File: src/rtl/csi2_pkt_handler.sv
// CSI-2 packet stage: header parse, payload stream with byte-accurate tkeep.
// Define CSI2_PKT_ECC_CHECK_EN to enable the header ECC check.
module csi2_pkt_handler #(
  parameter int DATA_LANES = 4
) (
  input  logic                       byte_clk_i,
  input  logic                       rst_n_i,
  input  logic [DATA_LANES-1:0][7:0] word_i,
  input  logic                       valid_i,
  output logic                       pkt_done_o,
  output logic                       hdr_valid_o,
  output logic [1:0]                 vc_o,
  output logic [5:0]                 data_type_o,
  output logic [15:0]                word_count_o,
  output logic                       ecc_err_o,
  output logic [31:0]                pkt_tdata_o,
  output logic [3:0]                 pkt_tkeep_o,
  output logic                       pkt_tvalid_o,
  output logic                       pkt_tlast_o
);

  if (DATA_LANES != 4) begin : g_bad_lanes
    $error("csi2_pkt_handler: only DATA_LANES=4 is supported");
  end

  typedef enum logic [1:0] {
    IDLE    = 2'd0,
    PAYLOAD = 2'd1,
    FLUSH   = 2'd2
  } state_e;

  state_e state_q, state_d;

  logic [31:0] word_w;
  logic [16:0] bytes_left_q, bytes_left_d;
  logic [16:0] pay_w;
  logic [3:0]  keep_w;
  logic [31:0] mask_w;
  logic        short_w;
  logic        ecc_bad_w;

  logic        done_q, done_d;
  logic        hdr_q, hdr_d;
  logic [1:0]  vc_q, vc_d;
  logic [5:0]  dt_q, dt_d;
  logic [15:0] wc_q, wc_d;
  logic [31:0] tdata_q, tdata_d;
  logic [3:0]  tkeep_q, tkeep_d;
  logic        tvalid_q, tvalid_d;
  logic        tlast_q, tlast_d;

  assign word_w  = word_i;
  assign short_w = (word_w[5:4] == 2'b00);

`ifdef CSI2_PKT_ECC_CHECK_EN
  logic [23:0] ecc_di_w;
  logic [5:0]  ecc_w;
  logic        ecc_err_q;
  logic [1:0]  unused_ecc_w;

  assign ecc_di_w = word_w[23:0];
  assign unused_ecc_w = word_w[31:30];

  always_comb begin
    ecc_w[0] = ^(ecc_di_w & 24'hF12CB7);
    ecc_w[1] = ^(ecc_di_w & 24'hF2555B);
    ecc_w[2] = ^(ecc_di_w & 24'h749A6D);
    ecc_w[3] = ^(ecc_di_w & 24'hB8E38E);
    ecc_w[4] = ^(ecc_di_w & 24'hDF03F0);
    ecc_w[5] = ^(ecc_di_w & 24'hEFFC00);
  end

  assign ecc_bad_w = (ecc_w != word_w[29:24]);

  always_ff @(posedge byte_clk_i or negedge rst_n_i) begin
    if (!rst_n_i) begin
      ecc_err_q <= 1'b0;
    end else begin
      ecc_err_q <= (state_q == IDLE) && valid_i && ecc_bad_w;
    end
  end

  assign ecc_err_o = ecc_err_q;
`else
  logic [7:0] unused_ecc_w;

  assign unused_ecc_w = word_w[31:24];
  assign ecc_bad_w    = 1'b0;
  assign ecc_err_o    = 1'b0;
`endif

  // Payload bytes still owed once the two CRC bytes are set aside.
  assign pay_w = (bytes_left_q > 17'd2) ? (bytes_left_q - 17'd2) : 17'd0;

  always_comb begin
    keep_w = 4'h0;
    unique case (1'b1)
      (pay_w >= 17'd4): keep_w = 4'hF;
      (pay_w == 17'd3): keep_w = 4'h7;
      (pay_w == 17'd2): keep_w = 4'h3;
      (pay_w == 17'd1): keep_w = 4'h1;
      default:          keep_w = 4'h0;
    endcase
  end

  assign mask_w = {{8{keep_w[3]}}, {8{keep_w[2]}},
                   {8{keep_w[1]}}, {8{keep_w[0]}}};

  always_ff @(posedge byte_clk_i or negedge rst_n_i) begin
    if (!rst_n_i) begin
      state_q      <= IDLE;
      bytes_left_q <= '0;
      done_q       <= 1'b0;
      hdr_q        <= 1'b0;
      vc_q         <= '0;
      dt_q         <= '0;
      wc_q         <= '0;
      tdata_q      <= '0;
      tkeep_q      <= '0;
      tvalid_q     <= 1'b0;
      tlast_q      <= 1'b0;
    end else begin
      state_q      <= state_d;
      bytes_left_q <= bytes_left_d;
      done_q       <= done_d;
      hdr_q        <= hdr_d;
      vc_q         <= vc_d;
      dt_q         <= dt_d;
      wc_q         <= wc_d;
      tdata_q      <= tdata_d;
      tkeep_q      <= tkeep_d;
      tvalid_q     <= tvalid_d;
      tlast_q      <= tlast_d;
    end
  end

  always_comb begin
    state_d = state_q;
    unique case (state_q)
      IDLE: begin
        if (valid_i) begin
          state_d = (short_w || ecc_bad_w) ? FLUSH : PAYLOAD;
        end
      end
      PAYLOAD: begin
        if (!valid_i) begin
          state_d = IDLE;
        end else if (bytes_left_q <= 17'd4) begin
          state_d = FLUSH;
        end
      end
      FLUSH: begin
        if (!valid_i) begin
          state_d = IDLE;
        end
      end
      default: state_d = IDLE;
    endcase
  end

  always_comb begin
    bytes_left_d = bytes_left_q;
    done_d       = 1'b0;
    hdr_d        = 1'b0;
    vc_d         = vc_q;
    dt_d         = dt_q;
    wc_d         = wc_q;
    tdata_d      = '0;
    tkeep_d      = '0;
    tvalid_d     = 1'b0;
    tlast_d      = 1'b0;
    unique case (state_q)
      IDLE: begin
        if (valid_i) begin
          hdr_d = 1'b1;
          vc_d  = word_w[7:6];
          dt_d  = word_w[5:0];
          wc_d  = word_w[23:8];
          if (short_w || ecc_bad_w) begin
            done_d       = 1'b1;
            bytes_left_d = '0;
          end else begin
            bytes_left_d = {1'b0, word_w[23:8]} + 17'd2;
          end
        end
      end
      PAYLOAD: begin
        if (valid_i) begin
          if (pay_w != 17'd0) begin
            tvalid_d = 1'b1;
            tkeep_d  = keep_w;
            tlast_d  = (pay_w <= 17'd4);
            tdata_d  = word_w & mask_w;
          end
          bytes_left_d = (bytes_left_q > 17'd4) ?
                         (bytes_left_q - 17'd4) : 17'd0;
          done_d = (bytes_left_q <= 17'd4);
        end else begin
          // Truncated: close an open payload with an empty last beat.
          tvalid_d     = (pay_w != 17'd0);
          tlast_d      = (pay_w != 17'd0);
          done_d       = 1'b1;
          bytes_left_d = '0;
        end
      end
      default: ;
    endcase
  end

  assign pkt_done_o   = done_q;
  assign hdr_valid_o  = hdr_q;
  assign vc_o         = vc_q;
  assign data_type_o  = dt_q;
  assign word_count_o = wc_q;
  assign pkt_tdata_o  = tdata_q;
  assign pkt_tkeep_o  = tkeep_q;
  assign pkt_tvalid_o = tvalid_q;
  assign pkt_tlast_o  = tlast_q;

endmodule

File: config.mk
export PLATFORM = sky130hd
export DESIGN_NAME = csi2_pkt_handler
export DESIGN_NICKNAME = d
export VERILOG_FILES = /design/src/rtl/csi2_pkt_handler.sv
export SDC_FILE = /design/constraint.sdc
export NUM_CORES = 1
export LEC_CHECK = 0
export BUFFER_PORTS_ARGS = -buffer_cell sky130_fd_sc_hd__buf_2
export CORE_ASPECT_RATIO = 0.9
export CORE_UTILIZATION = 45
export CTS_CLUSTER_DIAMETER = 40
export DETAILED_ROUTE_END_ITERATION = 8
export MAX_ROUTING_LAYER = met4
export PLACE_DENSITY = 0.7
export SLEW_MARGIN = 30
export SYNTH_ARGS = -nofsm -noshare
export SYNTH_HDL_FRONTEND = slang
export SYNTH_SLANG_ARGS = --single-unit
File: constraint.sdc
create_clock -name byte_clk_i -period 7.08 [get_ports byte_clk_i]
set_input_delay 0 -clock byte_clk_i [delete_from_list [all_inputs] [get_ports byte_clk_i]]
set_output_delay 0 -clock byte_clk_i [all_outputs]
set_load 0.01 [all_outputs]
==> impl_results.md, run 1 <==
- CTS clk-pin slew, worst paths: 0.09 ns
- I/O pin total: 100
- Critical Path AT: 3.03 ns
- Worst r2r path cells: 8
- Max-slew violations: 0
- CTS sink count: 83
- Antenna-violating nets left: 0
- Mapped cell area: 3790 sq um
- CP endpoint: pkt_tdata_o[18]$_DFF_PN0_
- EDFF count, synth: 0
- Worst min-delay path class: input pin to asynchronous set/reset pin
- Die H: 89.1 microns
- Cells after synthesis: ~340
- Setup crit start: bytes_left_q[1]$_DFFE_PN0P_
- Clock Skews: between 0.005 and 0.006 ns
- Top_reg_cell synth: dfrtp_1
- Synth unique cells: 53
- WS Path Type: register to register
- Share of cells above drive strength 1: 0.315
- Max-capacitance violation count: 0
- Seq pwr share: 0.405
- Final Wtd Congestion: 0.835
- Full die area: 8800 sq um
- Switching Fraction: 0.387
- Drt total wl: 8.85 mm
- Gr ovfl total: 0
- DR iter-0 viols: roughly 160
- Power Dens Cells: 376 nW/um^2
- Root Driver: clkbuf_8
- Fillers: 682
- Switch Pwr: a little over 0.0007 W
- Comb pwr share: 0.408
- FFs w/ async S/R, synth: 1.00
- Yosys reg bits: 83
- Worst Path Required: 7.33 ns
- DP Cell Count: around 530
- Ys Warns: 0
- Largest net degree at the start of global routing: 84
- VDD IR max: 0.192 mV
- Internal Dissipation: ~0.0011 W
- Worst reg2reg path startpoint: bytes_left_q[1]$_DFFE_PN0P_
- Period Utilization, post-route: 0.392
- Vias/cell: 5.31
- Setup tns final: 0 ns
- Placed instance area: 4380 sq um
- Row Count: 31
- Core Box Area: 8110 sq um
- Commonest non-fill, non-tap cell in the layout: buf_2
- Initial antenna violation count: 0
- Fmax: between 300 and 400 MHz
- Port bufs: 98
- Post-CTS setup buffers: 0
- Clk buf depth: 2
- Htree depth: 3
- Reg2reg setup slack: 4.30 ns
- Register area share after synthesis: 0.548
- Lkg Pwr: 2.35 nW
- DIE WIDTH: 98.8 microns
- Final setup fails: 0
- Worst-Skew Late Latency: 0.36 ns
- Starting density of the core: 0.468
- Slew HR: 0.336
- Min Tclk post-route: around 2.8 ns
- Status: complete, no violations
- Design area: 4930 sq um
- Syn Nets: roughly 380
- Most frequent cells in the layout: buf_2 (97), dfrtp_1 (83), dlygate4sd3_1 (34)
- Via count: slightly above 3000
- Nets: 515
- Synth Area per Inst: roughly 11 sq um
- Num CTS Buffers: 9
- Critical Path Source Type: register
- CTS tree: built
- Least-Margin Pin Slew: 0.986 ns
- Layout Cells excl Fill: slightly below 600
- RSZ-0062 raised after global routing: false
- Worst-path fanout max: 9
- Clock power share: 0.186
- DRC Markers: 0
- First-pass DRT Iterations: 4
- Worst setup EP type: register
- DP Wirelength: 5.85 mm
- First-pass GRT wire length: around 15 mm
- Layout Area Growth over Synthesis: 30.0%
- Hold Vio Cnt, Final: 0
- DR WL/cell: roughly 15 microns
- Gr usage total: 0.222
- Inserted Diodes: 0
- Vias in the first global route: 2977
- Worst R2R End: pkt_tdata_o[18]$_DFF_PN0_
==> area by class of cell <==
type / instances / area (sq um) / share of cell area
multi-input combinational: 241 / 1650 / 0.335
sequential: 83 / 2080 / 0.422
clock buffer: 9 / 124 / 0.0251
inverter: 6 / 22.5 / 0.00457
timing repair buffer: 134 / 852 / 0.173
clock inverter: 7 / 77.6 / 0.0157
tap: 99 / 124 / 0.0251
==> metrics by stage <==
step | hold slack (ns) | power, W | utilization | setup slack, ns
5_1_grt | 0.331 | 0.00198 | 0.608 | 4.05
3_5_place_dp | 0.107 | 0.00149 | 0.540 | 4.37
3_3_place_gp | 0.212 | 0.00148 | 0.539 | 4.43
4_1_cts | 0.292 | 0.00186 | 0.607 | 4.32
2_1_floorplan | -0.296 | 0.00123 | - | 4.60
6_report | 0.255 | 0.00185 | 0.608 | 4.30
==> sequential cells by signal (all words and copies together), names as in the netlist <==
register / count
pkt_tdata_o: 32
bytes_left_q: 17
word_count_o: 16
data_type_o: 6
pkt_tkeep_o: 4
state_q: 2
vc_o: 2
hdr_valid_o: 1
pkt_done_o: 1
pkt_tlast_o: 1
pkt_tvalid_o: 1
==> synth_stat cells, types with 3 or more instances <==
cell type,number,share of area
a21oi_1,11,0.015
a21oi_2,3,0.0069
and2_1,33,0.054
and3_1,4,0.0066
clkbuf_1,10,0.0099
dfrtp_1,83,0.55
ha_1,5,0.017
inv_1,6,0.0059
mux2_2,24,0.071
nand2_1,18,0.018
nand2b_1,4,0.0066
nand3_1,7,0.0092
nand4_1,5,0.0083
nor2_1,24,0.024
nor2b_1,3,0.0050
nor3_1,9,0.012
nor4_1,3,0.0050
o21ai_0,20,0.026
o32ai_1,3,0.0069
or3_1,9,0.015
xnor2_1,10,0.023
xor2_1,6,0.014
==> logic make-up (layout without fill, tap and decap cells) <==
| logic type | after synthesis | in the layout | share of synthesized area |
|---|---|---|---|
| xor+xnor | 16 | 16 | 0.0370 |
| flops | 83 | 83 | 0.548 |
| buf+inv | 19 | 156 | 0.0205 |
| simple gates | 134 | 134 | 0.200 |
| other cells | 1 | 1 | 0.000989 |
| compound gates | 60 | 60 | 0.103 |
| mux | 25 | 25 | 0.0739 |
| fa+ha+maj | 5 | 5 | 0.0165 |
==> layer usage <==
metal,up-vias,share of wire,GRT usage
met5,-,0,-
met4,0,0.0093,0.0678
met3,7,0.054,0.0446
met2,106,0.48,0.355
met1,1483,0.45,0.289
li1,1477,-,-
==> power by group through the flow <==
stage	sequential [W]	clock (W)	combinational [W]
floorplan	0.000780	0	0.000454
CTS	0.000746	0.000355	0.000759
finish	0.000750	0.000345	0.000756
global placement	0.000749	0	0.000731
global route	0.000774	0.000371	0.000839
detailed placement	0.000755	0	0.000740
==> how the worst min path moves through the flow <==
stage | slack (ns) | end | from | cells after the start
2_1_floorplan | -0.30 | bytes_left_q[0]$_DFFE_PN0P_ | rst_n_i | 0
3_3_place_gp | 0.21 | pkt_tdata_o[28]$_DFF_PN0_ | word_i[28] | 2
3_5_place_dp | 0.11 | pkt_tdata_o[26]$_DFF_PN0_ | rst_n_i | 1
4_1_cts | 0.29 | pkt_tkeep_o[3]$_DFF_PN0_ | rst_n_i | 2
5_1_grt | 0.33 | pkt_tdata_o[8]$_DFF_PN0_ | rst_n_i | 2
6_report | 0.25 | pkt_tdata_o[26]$_DFF_PN0_ | rst_n_i | 2
==> critical path: stages (launching register included) <==
cell	delay, ns
dfrtp_1	0.49
inv_1	0.13
ha_1	0.22
or3b_1	0.45
nor4b_1	0.29
o311ai_1	0.22
nor4b_4	0.43
a21oi_2	0.22
and2_1	0.22
==> repair_timing <==
item | CTS | global route
hold endpoints to repair | 145 | 0
gates resized for setup | 0 | 0
hold buffers | 34 | 0
No activity file was read; power rests on OpenSTA's default activity.
==> run 2, diff against run 1 <==
==> constraint.sdc (replaced) <==
create_clock -name byte_clk_i -period 2.9 [get_ports byte_clk_i]
set_input_delay 0 -clock byte_clk_i [delete_from_list [all_inputs] [get_ports byte_clk_i]]
set_output_delay 0 -clock byte_clk_i [all_outputs]
set_load 0.01 [all_outputs]
==> run 2 against run 1 <==
  * Critical path depth rose by 1
  * Via count rose by 0.88%
  * Power rose by 140%
  * Largest cell class unchanged
  * Largest power group unchanged
==> impl_results.md, run 2 (synthesized netlist as in run 1, its figures left out) <==
- Status: complete, no violations
- Internal Dissipation: 0.00273 W (+140%)
- Largest net degree at the start of global routing: 84 (unchanged)
- Inserted Diodes: 0 (unchanged)
- Fillers: 660 (-3.2%)
- Pre-CTS WS: 0.238 ns (-4.13 ns)
- Fmax: 377 MHz (+4.8%)
- CTS clk-pin slew, worst paths: 0.09 ns (about the same)
- Share of cells above drive strength 1: 0.323 (+0.00846)
- Grt met1 use: 0.291 (+0.00129)
- Crit-path max cell delay: 0.45 ns (-0.04 ns)
- Htree depth: 3 (unchanged)
- Post-layout util: 0.610 (+0.00232)
- Worst Path Required: 3.14 ns (-4.19 ns)
- CP Cell Sequence: inv_1, ha_1, or3b_1, nor4b_1, o311ai_2, nor4b_4, buf_4, a21oi_2, and2_1
- WS Path Type: register to register
- Most frequent cells in the layout: buf_2 (97), dfrtp_1 (83), dlygate4sd3_1 (34)
- Initial antenna violation count: 0 (unchanged)
- Setup tns final: 0 ns (unchanged)
- Layout Area Growth over Synthesis: 30.5%
- Final setup fails: 0 (unchanged)
- Commonest non-fill, non-tap cell in the layout: buf_2
- DIE WIDTH: 98.8 microns (unchanged)
- Core Box Area: 8110 sq um (unchanged)
- Clk buf depth: 2 (unchanged)
- Least-Margin Pin Slew: 0.922 ns (-0.0638 ns)
- Period Utilization, post-route: 0.914 (+0.522)
- CP bufs+invs: 2 (+1)
- Largest delay share family, worst path: simple AND/OR/NAND/NOR gates
- Full die area: 8800 sq um (unchanged)
- Clock power share: 0.168 (-0.018)
- Via count: 3100 (+0.88%)
- Die H: 89.1 microns (unchanged)
- I/O pin total: 100 (unchanged)
- VDD IR max: 0.479 mV (+150%)
- Max-capacitance violation count: 0 (unchanged)
- CTS tree: built
- Worst setup EP type: register
- Hold Vio Cnt, Final: 0 (unchanged)
- DR iter-0 viols: 164 (+4.5%)
- Row Count: 31 (unchanged)
- Critical Path AT: 2.89 ns (-0.14 ns)
- Lkg Pwr: 2.38 nW (+1.4%)
- Worst-path fanout max: 9 (unchanged)
- PnR worst setup slack: 0.250 ns (-4.05 ns)
- Fin Hold WS: 0.218 ns (-0.0366 ns)
- Met2 Track Usage GR: 0.361 (+0.00636)
- Critical Path Source Type: register
- First-pass DRT Iterations: 4 (unchanged)
- Max-slew violations: 0 (unchanged)
- DP Wirelength: 6.12 mm (+4.5%)
- Slew HR: 0.379 (+0.0430)
- Vias in the first global route: 3003 (+0.87%)
- Root Driver: clkbuf_8
- Clock Skews: 0.0103 ns (+0.00445 ns)
- Worst-Skew Late Latency: 0.36 ns (about the same)
- Port bufs: 98 (unchanged)
- CTS sink count: 83 (unchanged)
- Antenna-violating nets left: 0 (unchanged)
- Num CTS Buffers: 9 (unchanged)
- Critical Path Slowest Stage Cell: or3b_1
- Worst min-delay path class: input pin to asynchronous set/reset pin
- Grt met3 use: 0.0602 (+0.0156)
- DRC Markers: 0 (unchanged)
- Comb pwr share: 0.429 (+0.021)
- Switching Fraction: 0.392 (+0.00508)
- Gr usage total: 0.227 (+0.00465)
- First-pass GRT wire length: 14.8 mm (+0.61%)
- Layer with the highest usage: met2
- Gr ovfl total: 0 (unchanged)
- Nets: 521 (+1.2%)
- RSZ-0062 raised after global routing: false
- Drt total wl: 8.98 mm (+1.5%)
- Seq pwr share: 0.403 (-0.002)
- Max FFs per register: 32 (unchanged)
- DR WL/cell: 15.4 microns (+0.47%)
- Final Wtd Congestion: 0.881 (+5.5%)
- Min Tclk post-route: 2.65 ns (-0.126 ns)
- Vias/cell: 5.30 (-0.16%)
- Power Dens Cells: 909 nW/um^2 (+140%)
- Switch Pwr: 0.00176 W (+150%)
- Starting density of the core: 0.468 (unchanged)
## run 2: final timing paths
| check | from | endpoint | slack [ns] | cells after the start |
|---|---|---|---|---|
| setup / recovery | bytes_left_q[2]$_DFFE_PN0P_ | pkt_tdata_o[2]$_DFF_PN0_ | 0.25 | 9 |
| hold / removal | rst_n_i | bytes_left_q[0]$_DFFE_PN0P_ | 0.22 | 2 |
| setup reg to reg | bytes_left_q[2]$_DFFE_PN0P_ | pkt_tdata_o[2]$_DFF_PN0_ | 0.25 | 9 |
| hold reg to reg | word_count_o[4]$_DFFE_PN0P_ | word_count_o[4]$_DFFE_PN0P_ | 0.51 | 1 |
| max in group asynchronous | rst_n_i | pkt_tvalid_o$_DFF_PN0_ | 2.12 | 2 |
| min in group byte_clk_i | word_i[28] | pkt_tdata_o[28]$_DFF_PN0_ | 0.39 | 3 |
## run 2: power by group through the flow
stage	Sequential, W	Combinational, W	Clock [W]
after floorplan	0.00191	0.00111	0
after global placement	0.00182	0.00186	0
after detailed placement	0.00183	0.00189	0
after CTS	0.00181	0.00193	0.000783
after global routing	0.00187	0.00215	0.000826
final	0.00181	0.00193	0.000753
## run 2: per-layer routing
metal	part of all wire	up-vias
li1	-	1492
met1	0.46	1494
met2	0.47	106
met3	0.059	8
met4	0.0094	0
met5	0	-
## run 2: metrics by stage
step,power [W],cell area (sq um),std cells
6_report,0.00449,4950,585
5_1_grt,0.00484,4950,585
4_1_cts,0.00452,4930,584
3_5_place_dp,0.00372,4410,534
3_3_place_gp,0.00368,4410,534
2_1_floorplan,0.00301,3790,343
## run 2: final cells by class
cell class	count	area (sq um)	area share
clock inverters	7	52.6	0.0106
clock buffers	9	124	0.0250
multi-input cells	241	1650	0.333
well taps	99	124	0.0250
repair buffers	140	897	0.181
flip-flops and latches	83	2080	0.420
inverters	6	22.5	0.00455
## run 2: repair_timing
action                                 CTS  global route
setup endpoints to repair                0            20
resized for setup                        0             1
hold buffers                            34             0
endpoints found under the hold margin  145             0
setup buffers                            0             1
